===== src/rtl/alu64bit_arbiter.sv =====
// Round-robin arbiter that shares one combinational alu64bit among NREQ clients; operands registered and held.
// Latency: response valid ALU_LAT edges after accept; backpressure: response held until rsp_ready, no new grant until then.
module alu64bit_arbiter #(
  parameter int NREQ    = 4,
  parameter int WIDTH   = 64,
  parameter int ALU_LAT = 4,
  localparam int IDW    = $clog2(NREQ)
) (
  input  logic                    clk,
  input  logic                    rst_n,
  input  logic [NREQ-1:0]         req_valid,
  output logic [NREQ-1:0]         req_ready,
  input  logic [NREQ*WIDTH-1:0]   req_a,
  input  logic [NREQ*WIDTH-1:0]   req_b,
  input  logic [NREQ-1:0]         req_cin,
  input  logic [NREQ*2-1:0]       req_op,
  output logic [WIDTH-1:0]        alu_a,
  output logic [WIDTH-1:0]        alu_b,
  output logic                    alu_cin,
  output logic [1:0]              alu_op,
  input  logic [WIDTH-1:0]        alu_s,
  input  logic                    alu_cout,
  output logic                    rsp_valid,
  input  logic                    rsp_ready,
  output logic [IDW-1:0]          rsp_id,
  output logic [WIDTH-1:0]        rsp_s,
  output logic                    rsp_cout
);

  localparam int LATW = (ALU_LAT > 1) ? $clog2(ALU_LAT) : 1;

  typedef enum logic [1:0] {IDLE, EXEC, RESP} state_t;

  typedef struct packed {
    logic [WIDTH-1:0] a;
    logic [WIDTH-1:0] b;
    logic             cin;
    logic [1:0]       op;
  } alu_in_t;

  state_t          state_q, state_d;
  logic [IDW-1:0]  rr_ptr;
  logic [IDW-1:0]  gnt_id;
  logic [LATW-1:0] lat_cnt;
  alu_in_t         alu_q;
  alu_in_t         pick_in;
  logic            found;
  logic [IDW-1:0]  pick_id;
  logic [IDW-1:0]  next_ptr;

  assign alu_a   = alu_q.a;
  assign alu_b   = alu_q.b;
  assign alu_cin = alu_q.cin;
  assign alu_op  = alu_q.op;

  // First valid requester at or after rr_ptr, wrapping.
  always_comb begin
    found   = 1'b0;
    pick_id = '0;
    for (int k = 0; k < NREQ; k++) begin
      if (!found && req_valid[(int'(rr_ptr) + k) % NREQ]) begin
        found   = 1'b1;
        pick_id = IDW'((int'(rr_ptr) + k) % NREQ);
      end
    end
  end

  always_comb begin
    pick_in.a   = req_a[int'(pick_id)*WIDTH +: WIDTH];
    pick_in.b   = req_b[int'(pick_id)*WIDTH +: WIDTH];
    pick_in.cin = req_cin[pick_id];
    pick_in.op  = req_op[int'(pick_id)*2 +: 2];
    next_ptr    = (pick_id == IDW'(NREQ-1)) ? '0 : pick_id + IDW'(1);
  end

  // rst_n gates the grant so nothing is offered while reset is held.
  always_comb begin
    state_d   = state_q;
    req_ready = '0;
    case (state_q)
      IDLE: begin
        if (found && rst_n) begin
          req_ready = NREQ'(1) << pick_id;
          state_d   = EXEC;
        end
      end
      EXEC: begin
        if (lat_cnt == '0) state_d = RESP;
      end
      RESP: begin
        if (rsp_ready) state_d = IDLE;
      end
      default: state_d = IDLE;
    endcase
  end

  always_ff @(posedge clk or negedge rst_n) begin
    if (!rst_n) state_q <= IDLE;
    else        state_q <= state_d;
  end

  always_ff @(posedge clk or negedge rst_n) begin
    if (!rst_n) begin
      rr_ptr    <= '0;
      gnt_id    <= '0;
      lat_cnt   <= '0;
      alu_q     <= '0;
      rsp_valid <= 1'b0;
      rsp_id    <= '0;
      rsp_s     <= '0;
      rsp_cout  <= 1'b0;
    end else begin
      case (state_q)
        IDLE: begin
          if (found) begin
            alu_q   <= pick_in;
            gnt_id  <= pick_id;
            rr_ptr  <= next_ptr;
            lat_cnt <= LATW'(ALU_LAT-1);
          end
        end
        EXEC: begin
          if (lat_cnt != '0) begin
            lat_cnt <= lat_cnt - LATW'(1);
          end else begin
            rsp_s     <= alu_s;
            rsp_cout  <= alu_cout;
            rsp_id    <= gnt_id;
            rsp_valid <= 1'b1;
          end
        end
        RESP: begin
          if (rsp_ready) rsp_valid <= 1'b0;
        end
        default: ;
      endcase
    end
  end

endmodule


===== config.mk =====
export PLATFORM = sky130hd
export DESIGN_NAME = alu64bit_arbiter
export DESIGN_NICKNAME = d
export VERILOG_FILES = /design/src/rtl/alu64bit_arbiter.sv
export SDC_FILE = /design/constraint.sdc
export NUM_CORES = 1
export LEC_CHECK = 0
export ABC_CLOCK_PERIOD_IN_PS = 2050
export CAP_MARGIN = 25
export CORE_AREA = 2 2 313 315
export DETAILED_ROUTE_END_ITERATION = 7
export DIE_AREA = 0 0 315 317
export HOLD_SLACK_MARGIN = 0.03
export PLACE_DENSITY = 0.47
export SLEW_MARGIN = 20
export SYNTH_ARGS = -nofsm -noshare
export SYNTH_HDL_FRONTEND = slang
export SYNTH_SLANG_ARGS = --single-unit

===== constraint.sdc =====
create_clock -name clk -period 2.05 [get_ports clk]
set_input_delay 0.41 -clock clk [delete_from_list [all_inputs] [get_ports clk]]
set_output_delay 0.41 -clock clk [all_outputs]
set_load 0.05 [all_outputs]

==> Yosys cells after proc, flatten, opt, wreduce, memory -nomap -nowiden <==
Cells that the tools add are included.
{ "word_totals": {"reg_bits": 207, "in_bits": 596, "output_inout_bits": 203, "word_cells": 93} }
{ "classes": {"addsub": 5, "order_cmp": 5, "eq_ne": 9, "shift": 4, "mux": 34, "bitwise": 4, "n_reduce_logical": 20} }
{ "ops": {"columns": ["operator", "n"], "rows": [
  ["256-bit by 9-bit variable part select with 64-bit output", 2],
  ["2-bit 2-to-1 mux", 10],
  ["1-bit 2-to-1 mux", 14],
  ["3-bit by 4-bit less-than comparator with 1-bit output, second input constant", 3],
  ["2-bit inequality test, second input constant", 6],
  ["1-bit binary-select mux with 2-bit select", 5],
  ["3-bit AND reduction", 3],
  ["4-bit 2-to-1 mux", 2],
  ["8-bit by 4-bit variable part select with 2-bit output", 1],
  ["2-bit by 3-bit less-than comparator with 1-bit output, second input constant", 2],
  ["2-bit one-hot mux with 3 select lines", 1],
  ["2-bit nonzero test", 3],
  ["2-bit OR reduction", 3],
  ["2-bit by 1-bit adder with 2-bit output, second input constant", 2],
  ["2-bit adder, second input constant", 2],
  ["2-bit == test, second input constant", 2],
  ["1-bit logical AND", 4],
  ["2-bit logical NOT", 2],
  ["2-bit one-hot mux with 2 select lines", 1],
  ["2-bit AND reduction", 2],
  ["1-bit by 2-bit left shift with 4-bit output, first input constant", 1],
  ["1-bit bitwise AND, first input constant", 3],
  ["1-bit logical NOT", 3],
  ["2-bit by 1-bit == test with 1-bit output, second input constant", 1],
  ["3 further kinds", 3]
]} }

==> Logic depth before layout (Yosys ltp) <==
Gate-level depths: netlist of the first run.
{ "depth": {"word_depth": 17, "depth_mapped": 10} }

==> Worst setup path after synthesis of the first run <==
OpenSTA, ideal clock, no wires.
{ "synth_timing": {"kind": "register to output", "from": "register state_q[0]", "to": "output port req_ready[2]", "arrival_time_ps": 2223, "required_ps": 1640, "path_slack_ps": -583, "stages_incl_launch_ff": 6, "cell_sequence": "dfrtp_1 -> clkbuf_1 -> nor3_2 -> buf_2 -> nand2_1 -> nor3b_1"} }
{ "synth_via": {"elab_chain_cells": 2} }
{ "synth_rtl": {"columns": ["item", "line_no", "text"], "rows": [
  ["start: declaration", "41", "state_t state_q, state_d;"],
  ["start signal: assignment", "99", "else state_q <= state_d;"],
  ["2-bit logical NOT", "80", "case (state_q)"],
  ["4-bit 2-to-1 mux", "80", null],
  ["end: declaration", "12", "output logic [NREQ-1:0] req_ready,"]
]} }
No other way between the ends.

==> Worst setup path in the final report of the first run <==
{ "layout_timing": {"from": "register rr_ptr[0]", "to": "output port req_ready[3]"} }
{ "layout_via": {"elab_chain_cells": 15, "word_cells_on_any_way": 32, "cone_classes": "3 x add/sub; 1 x shift; 21 x mux; 7 x reduce/logical"} }
{ "layout_rtl": {"columns": ["item", "line_no", "text"], "rows": [
  ["start: declaration", "42", "logic [IDW-1:0] rr_ptr;"],
  ["start signal: assignment", "118", "rr_ptr <= next_ptr;"],
  ["2-bit by 1-bit adder with 2-bit output or 1-bit binary-select mux with 2-bit select (tied branches)", "61, 63", null],
  ["1-bit binary-select mux with 2-bit select or 1-bit 2-to-1 mux (tied branches)", "61", "if (!found && req_valid[(int'(rr_ptr) + k) % NREQ]) begin"],
  ["1-bit 2-to-1 mux (implied by the code)", "61", null],
  ["1-bit 2-to-1 mux (implied by the code) or 1-bit logical NOT (tied branches)", "61", null],
  ["1-bit logical AND", "61", null],
  ["1-bit 2-to-1 mux", "61", null],
  ["1-bit logical NOT", "61", null],
  ["1-bit logical AND", "61", null],
  ["1-bit 2-to-1 mux", "61", null],
  ["1-bit logical NOT", "61", null],
  ["1-bit logical AND", "61", null],
  ["2-bit 2-to-1 mux or 1-bit 2-to-1 mux (tied branches)", "61", null],
  ["1-bit by 2-bit left shift with 4-bit output or 1-bit logical AND (tied branches)", "83, 82", null],
  ["4-bit 2-to-1 mux (*)", "82", "if (found && rst_n) begin"],
  ["4-bit 2-to-1 mux (*)", "80", null]
]} }
Every way passes the cells marked *; elsewhere a longest branch is shown, timed or not. The select of a mux whose other input is x is not followed.

==> results of run 1 <==
[final cells by class]
| class | instances | area, sq um |
|---|---|---|
| well taps | 1276 | 1600 |
| diodes | 2 | 5.00 |
| repair buffers | 951 | 9630 |
| clock buffers | 45 | 895 |
| fillers | 10200 | 72700 |
| flip-flops and latches | 207 | 5180 |
| clock inverters | 5 | 75.1 |
| multi-input cells | 651 | 6170 |
| inverters | 8 | 30.0 |
[metrics by stage]
stage          instances  cell area (sq um)  total power (W)
2_1_floorplan        965              11300           0.0220
4_1_cts             3126              22300           0.0358
5_1_grt             3144              23600           0.0391
3_3_place_gp        3068              21400           0.0313
6_report            3145              23600           0.0372
3_5_place_dp        3068              21400           0.0315
[layer usage]
metal  share of wire [%]  global-route usage, %
met5               0.034                      0
met4                 2.4                   3.32
met3                 7.7                   3.07
met2                  53                   22.6
met1                  37                   13.2
[worst register-to-register path: cells and delay by family (launching register included)]
family	cells	cell delay, ns
AO/OA/AOI/OAI	4	0.60
buffers and inverters	4	0.68
flip-flops	1	0.47
AND/OR/NAND/NOR	1	0.19
[placed cells by master (no fill, tap or decap), types with 3 or more instances in the layout]
| cell type | Yosys | routed |
|---|---|---|
| dlygate4sd2_1 | 0 | 164 |
| buf_16 | 0 | 5 |
| buf_12 | 0 | 25 |
| a221oi_2 | 79 | 95 |
| clkbuf_8 | 0 | 13 |
| dfrtp_1 | 207 | 204 |
| buf_6 | 26 | 22 |
| clkbuf_16 | 0 | 42 |
| buf_4 | 9 | 121 |
| buf_8 | 0 | 8 |
| dfrtp_2 | 0 | 3 |
| o22ai_2 | 0 | 3 |
| a221oi_1 | 52 | 5 |
| nor2_1 | 140 | 140 |
| mux2_2 | 68 | 68 |
| clkinv_2 | 0 | 3 |
| clkdlybuf4s50_1 | 0 | 590 |
| a221oi_4 | 0 | 31 |
| a21oi_1 | 8 | 7 |
| o21ai_1 | 2 | 3 |
| o21ai_0 | 7 | 4 |
| clkbuf_1 | 28 | 4 |
| nand2_1 | 12 | 9 |
| mux2i_1 | 131 | 131 |
| o22ai_1 | 132 | 128 |
| nor2b_4 | 1 | 4 |
| inv_1 | 8 | 7 |
[cell families after synthesis]
| logic type | Yosys count | share of synthesized area (%) |
|---|---|---|
| AOI/OAI and AO/OA | 284 | 23.0 |
| buffers and inverters | 107 | 6.01 |
| and+or+nand+nor | 166 | 6.03 |
| muxes | 199 | 18.5 |
| adders and majority gates | 2 | 0.223 |
| DFF | 207 | 46.2 |
[final timing paths]
check,startpoint,end,slack [ns],depth (start not counted)
worst max-delay path,rr_ptr[0],req_ready[3],-0.37,7
worst min-delay path,rst_n,state_q[0],0.23,4
worst max register to register,rr_ptr[0],alu_b[40],-0.07,9
worst min register to register,gnt_id[1],gnt_id[1],0.48,2
max in group asynchronous,rst_n,alu_b[51],0.59,3
min in group asynchronous,rst_n,rr_ptr[1],0.61,3
[power by group through the flow]
stage                     logic [W]  registers (W)  clock network, W
after floorplan             0.00761         0.0144                 0
after global placement       0.0238        0.00751                 0
after detailed placement     0.0239        0.00759                 0
after CTS                    0.0230        0.00749           0.00538
after global routing         0.0258        0.00774           0.00553
final                        0.0246        0.00748           0.00515
[what timing repair did]
action	4_1_cts	5_1_grt
gates cloned	0	16
endpoints found under the setup margin	174	91
hold buffers	1	0
hold endpoints to repair	129	0
setup buffers	8	2
pin swaps	8	74
gates resized for setup	187	136
[sequential cells by signal, summed over array words and instances, names as in the netlist]
name and count:
alu_a 64, alu_b 64, rsp_s 64, alu_op 2, gnt_id 2, lat_cnt 2
rr_ptr 2, rsp_id 2, state_q 2, alu_cin 1, rsp_cout 1, rsp_valid 1
==> results.yml, run 1 <==
floorplan:
  fp.coreArea_sq_um: 96300
  die-width_um: 315
  initial_utilization_pct: 11.7
  die-height_um: 317
  io-pin-count: 799
  die_area_sq_um: 99900
  fp-row-count: 114
clocking:
  max_clock_buf_depth: 3
  clock_tree.htree_level_count: 1
  root_buffer: "clkbuf_16"
  numCtsBuffers: 28
  tritoncts_num_sinks: 207
  clock_tree_from_tritoncts: "built"
  clkSlewWorstSetupHoldPaths_ns: 0.06
  clock_insertion_delay_worst_skew_ns: 0.60
global_routing:
  grt_start_max_net_pins: 137
  globalRouteTotalUtil_pct: 12.0
  number_of_antenna_violations_at_the_first_check_in_global_routing: 3
  grt_pass1_vias: 13200
  grt_first_pass_wirelength_um: 89500
  grt_remaining_overflow: 0
detailed_routing:
  wl_um: 67400
  final_antenna_net_count: 0
  detailroute.via_count: 12300
  drt_iter0_drc: 402
  drt-vias-per-instance: 3.90
  post-route-drc-count: 0
  avgRoutedWirePerCell_um: 21.4
  first_pass_iters: 5
timing:
  layout_worst_path_cycle_share_pct: 118
  final_slew_violations: 0
  setup_viol: 53
  rsz_0062_raised_after_global_routing: "true"
  setup_ws_ns: -0.370
  finalHoldViolCount: 0
  max-slew-margin-rel_pct: 39.4
  setup_total_negative_slack_ns: -2.46
  final.hold.worst_slack_ns: 0.234
  max_freq_mhz: 413
  timing.final.crit_period_ns: 2.42
  tightest_slew_ns: 0.908
  fin_skew_ns: 0.0256
critical_path:
  setup.worst_path.class: "flip-flop to primary output"
  critical_path.slowest_cell: "dfrtp_2"
  critical_path.n_buffers_inverters: 2
  critical_path.startpoint_type: "flip-flop"
  critical-path-top-delay-family: "flip-flops"
  crit_path_end_kind: "primary output"
  required_ns: 1.64
  critical-path-max-stage-delay_ns: 0.47
  crit_arrival_ns: 2.01
  worstPathMaxFanout: 5
  critical_path_cell_by_cell: "nor2b_4, a21oi_4, o221ai_4, inv_2, ha_2, and3_4, buf_8"
yosys:
  synth_top_area_share_pct: 46.2
  ys_async_sr_fraction_pct: 100
  number_of_storage_elements_in_the_synthesis_netlist: 207
  yosysMostFrequentCell: "dfrtp_1"
  synth_area_leaders: "dfrtp_1, mux2i_1, a221oi_2, o22ai_1, mux2_2"
  synth-seq-area-share_pct: 46.2
  avgSynthCellArea_sq_um: 11.6
  most_common_flop_cell_mapped_by_yosys: "dfrtp_1"
  netlist_cell_types: 32
  yosys-top-cells-count: "dfrtp_1, nor2_1, o22ai_1"
  mappedNetlistArea_sq_um: 11200
  synth.net_count: 1563
  synth_top_area_cell: "dfrtp_1"
  synth_enable_flop_cells: 0
  syn_inst: 965
  ys.warnings.count: 0
run_status:
  failed_checks: "negative setup slack"
  run_status: "finished, violations left"
power:
  switching_share_pct: 50.0
  clockPowerShare_pct: 13.8
  powerDensity_nw_per_um2: 1580
  vdd_drop_max_mv: 0.812
  cellInternalPower_w: 0.0186
  seqPwrFrac_pct: 20.1
  power.net_switching_w: 0.0186
  static-leakage-power_nw: 9.54
  combinational_share_of_power_pct: 66.0
layout:
  area_growth_synth_to_finish_pct: 110
  fin_nets: 2445
  final_layout_size_suffix_gt1_share_pct: 24.9
  post-route-util_pct: 24.5
place:
  gp_routability_congestion: 0.855
  dpl_worst_slack_ns: -0.606
  port-buffer-count: 798
  post-dp-hpwl_um: 51500
job:
  max_cap_viol_count: 0
worst_hold_path:
  hold_path.class: "input port to flip-flop"
Note: power is estimated with default switching activity, not from simulation.
==> inputs of run 2 (changes only) <==
--- a/config.mk
+++ b/config.mk
@@ -16,3 +16,4 @@
 export SYNTH_ARGS = -nofsm -noshare
 export SYNTH_HDL_FRONTEND = slang
 export SYNTH_SLANG_ARGS = --single-unit
+export TNS_END_PERCENT = 1
==> results.yml, run 2 (same netlist as run 1, synthesis figures left out) <==
place:
  post-dp-hpwl_um: 51200
  place_inst: 3048
  gp_routability_congestion: 0.859
  dpl_worst_slack_ns: -0.563
  port-buffer-count: 798
critical_path:
  setup.worst_path.class: "input port to primary output"
  r2r_end: "alu_a[17]"
  required_ns: 1.64
  worstPathMaxFanout: 4
  worst-r2r-setup-slack_ns: -0.05
  critical_path.reg2reg.startpoint: "rr_ptr[0]"
  crit_path_end_kind: "primary output"
  crit_arrival_ns: 2.01
  critical_path.startpoint_type: "input port"
  r2r.worst_path.cells: 10
run_status:
  failed_checks: "negative setup slack"
  run_status: "finished, violations left"
clocking:
  root_buffer: "clkbuf_16"
  tritoncts_num_sinks: 207
  max_clock_buf_depth: 3
  numCtsBuffers: 28
  clock_tree.htree_level_count: 1
  clkSlewWorstSetupHoldPaths_ns: 0.06
  clock_insertion_delay_worst_skew_ns: 0.60
  clock_tree_from_tritoncts: "built"
layout:
  final_layout_size_suffix_gt1_share_pct: 22.2
  post-route-util_pct: 23.3
  final_cell_mix: "clkdlybuf4s50_1, dfrtp_1, dlygate4sd2_1"
  final_common_cell: "clkdlybuf4s50_1"
  area_growth_synth_to_finish_pct: 100
  instances_no_fill: 3115
  fin_nets: 2410
timing:
  max-slew-margin-rel_pct: 47.2
  layout_worst_path_cycle_share_pct: 118
  fin_skew_ns: 0.0246
  max_freq_mhz: 413
  finalHoldViolCount: 0
  rsz_0062_raised_after_global_routing: "true"
  setup_ws_ns: -0.374
  setup_viol: 18
  final_slew_violations: 0
  tightest_slew_ns: 0.792
  timing.final.crit_period_ns: 2.42
detailed_routing:
  drt_iter0_drc: 505
  avgRoutedWirePerCell_um: 20.7
  first_pass_iters: 5
  post-route-drc-count: 0
  drt-vias-per-instance: 3.84
  wl_um: 64400
  final_antenna_net_count: 0
  detailroute.via_count: 12000
floorplan:
  io-pin-count: 799
  initial_utilization_pct: 11.7
  fp-row-count: 114
  die-height_um: 317
  fp.coreArea_sq_um: 96300
  die-width_um: 315
  die_area_sq_um: 99900
power:
  clockPowerShare_pct: 14.7
  power.net_switching_w: 0.0181
  vdd_drop_max_mv: 0.647
  seqPwrFrac_pct: 21.0
  static-leakage-power_nw: 9.11
  cellInternalPower_w: 0.0177
  switching_share_pct: 50.5
  combinational_share_of_power_pct: 64.3
  powerDensity_nw_per_um2: 1590
job:
  max_cap_viol_count: 0
global_routing:
  number_of_antenna_violations_at_the_first_check_in_global_routing: 8
  grt_remaining_overflow: 0
  grt_start_max_net_pins: 125
  grt_first_pass_wirelength_um: 88400
  grt_pass1_vias: 13100
  globalRouteTotalUtil_pct: 11.9
worst_hold_path:
  hold_path.class: "input port to asynchronous set/reset pin"
==> run 2: cell count changes in the layout (fill, tap and decap cells not counted), sizes merged <==
cell,previous run,this run
clkinv,4,6
inv,8,9
diode,2,5
clkdlybuf4s50,590,592
buf,181,169
clkdlybuf4s15,1,2
dlygate4sd2,164,152
clkinvlp,0,7
clkbuf,59,35
bufinv,1,3
==> run 2: final cells by class <==
cell class | instances | area (sq um)
Timing Repair Buffer | 916 | 9010
Fill cell | 10400 | 73800
Antenna cell | 5 | 12.5
Clock inverter | 17 | 193
Inverter | 8 | 30.0
Multi-Input combinational cell | 651 | 5670
Tap cell | 1276 | 1600
Sequential cell | 207 | 5180
Clock buffer | 35 | 777
==> run 2: worst max-delay path by stage <==
stage	from	endpoint	slack, ns	cells past startpoint
finish	req_valid[0]	req_ready[2]	-0.37	7
global route	req_valid[0]	req_ready[2]	-0.47	7
CTS	rr_ptr[0]	req_ready[3]	-0.40	7
detailed placement	req_valid[3]	alu_a[53]	-0.56	8
global placement	req_valid[3]	alu_a[53]	-0.52	8
floorplan	rr_ptr[1]	req_ready[0]	-0.08	7
==> run 2: power by group through the flow <==
stage	clock [W]	combinational, W	sequential, W
4_1_cts	0.00552	0.0229	0.00752
3_5_place_dp	0	0.0238	0.00762
2_1_floorplan	0	0.00758	0.0144
3_3_place_gp	0	0.0236	0.00752
6_report	0.00526	0.0230	0.00749
5_1_grt	0.00565	0.0242	0.00776
==> run 2: routing by layer <==
metal | up-vias | track usage, % | share of wire, %
met2 | 575 | 21.7 | 51
met5 | - | 0 | 0.031
li1 | 5438 | - | -
met3 | 91 | 3.61 | 8.4
met1 | 5848 | 12.8 | 36
met4 | 4 | 4.99 | 3.9
==> run 2: metrics by stage <==
| stage | total power [W] | cell area, sq um | TNS [ns] | hold WS, ns |
|---|---|---|---|---|
| 6_report | 0.0357 | 22500 | -1.67 | 0.410 |
| 5_1_grt | 0.0376 | 22500 | -4.20 | 0.384 |
| 4_1_cts | 0.0360 | 22300 | -2.03 | 0.351 |
| 2_1_floorplan | 0.0220 | 11200 | -0.211 | 0.114 |
| 3_5_place_dp | 0.0314 | 21300 | -62.37 | 0.463 |
| 3_3_place_gp | 0.0311 | 21300 | -58.45 | 0.458 |
==> run 2: what timing repair did <==
item | 4_1_cts | 5_1_grt
endpoints found under the setup margin | 163 | 74
resized for setup | 180 | 30
buffers inserted | 10 | 0
hold buffers | 1 | 0
endpoints found under the hold margin | 207 | 0
pin swaps | 11 | 10
==> run 2: worst max-delay path, stage by stage <==
cell	delay, ns
clkdlybuf4s50_1	0.54
nor4_2	0.09
buf_4	0.16
nor3_4	0.26
nand2_2	0.14
nor3b_4	0.25
buf_12	0.17
==> inputs of run 3 (changes only) <==
--- a/config.mk
+++ b/config.mk
@@ -8,6 +8,7 @@
 export ABC_CLOCK_PERIOD_IN_PS = 2050
 export CAP_MARGIN = 25
 export CORE_AREA = 2 2 313 315
+export CTS_CLUSTER_SIZE = 12
 export DETAILED_ROUTE_END_ITERATION = 7
 export DIE_AREA = 0 0 315 317
 export HOLD_SLACK_MARGIN = 0.03
==> results of run 3 <==
The final DEF is identical to that of run 2; final timing and power are the same.
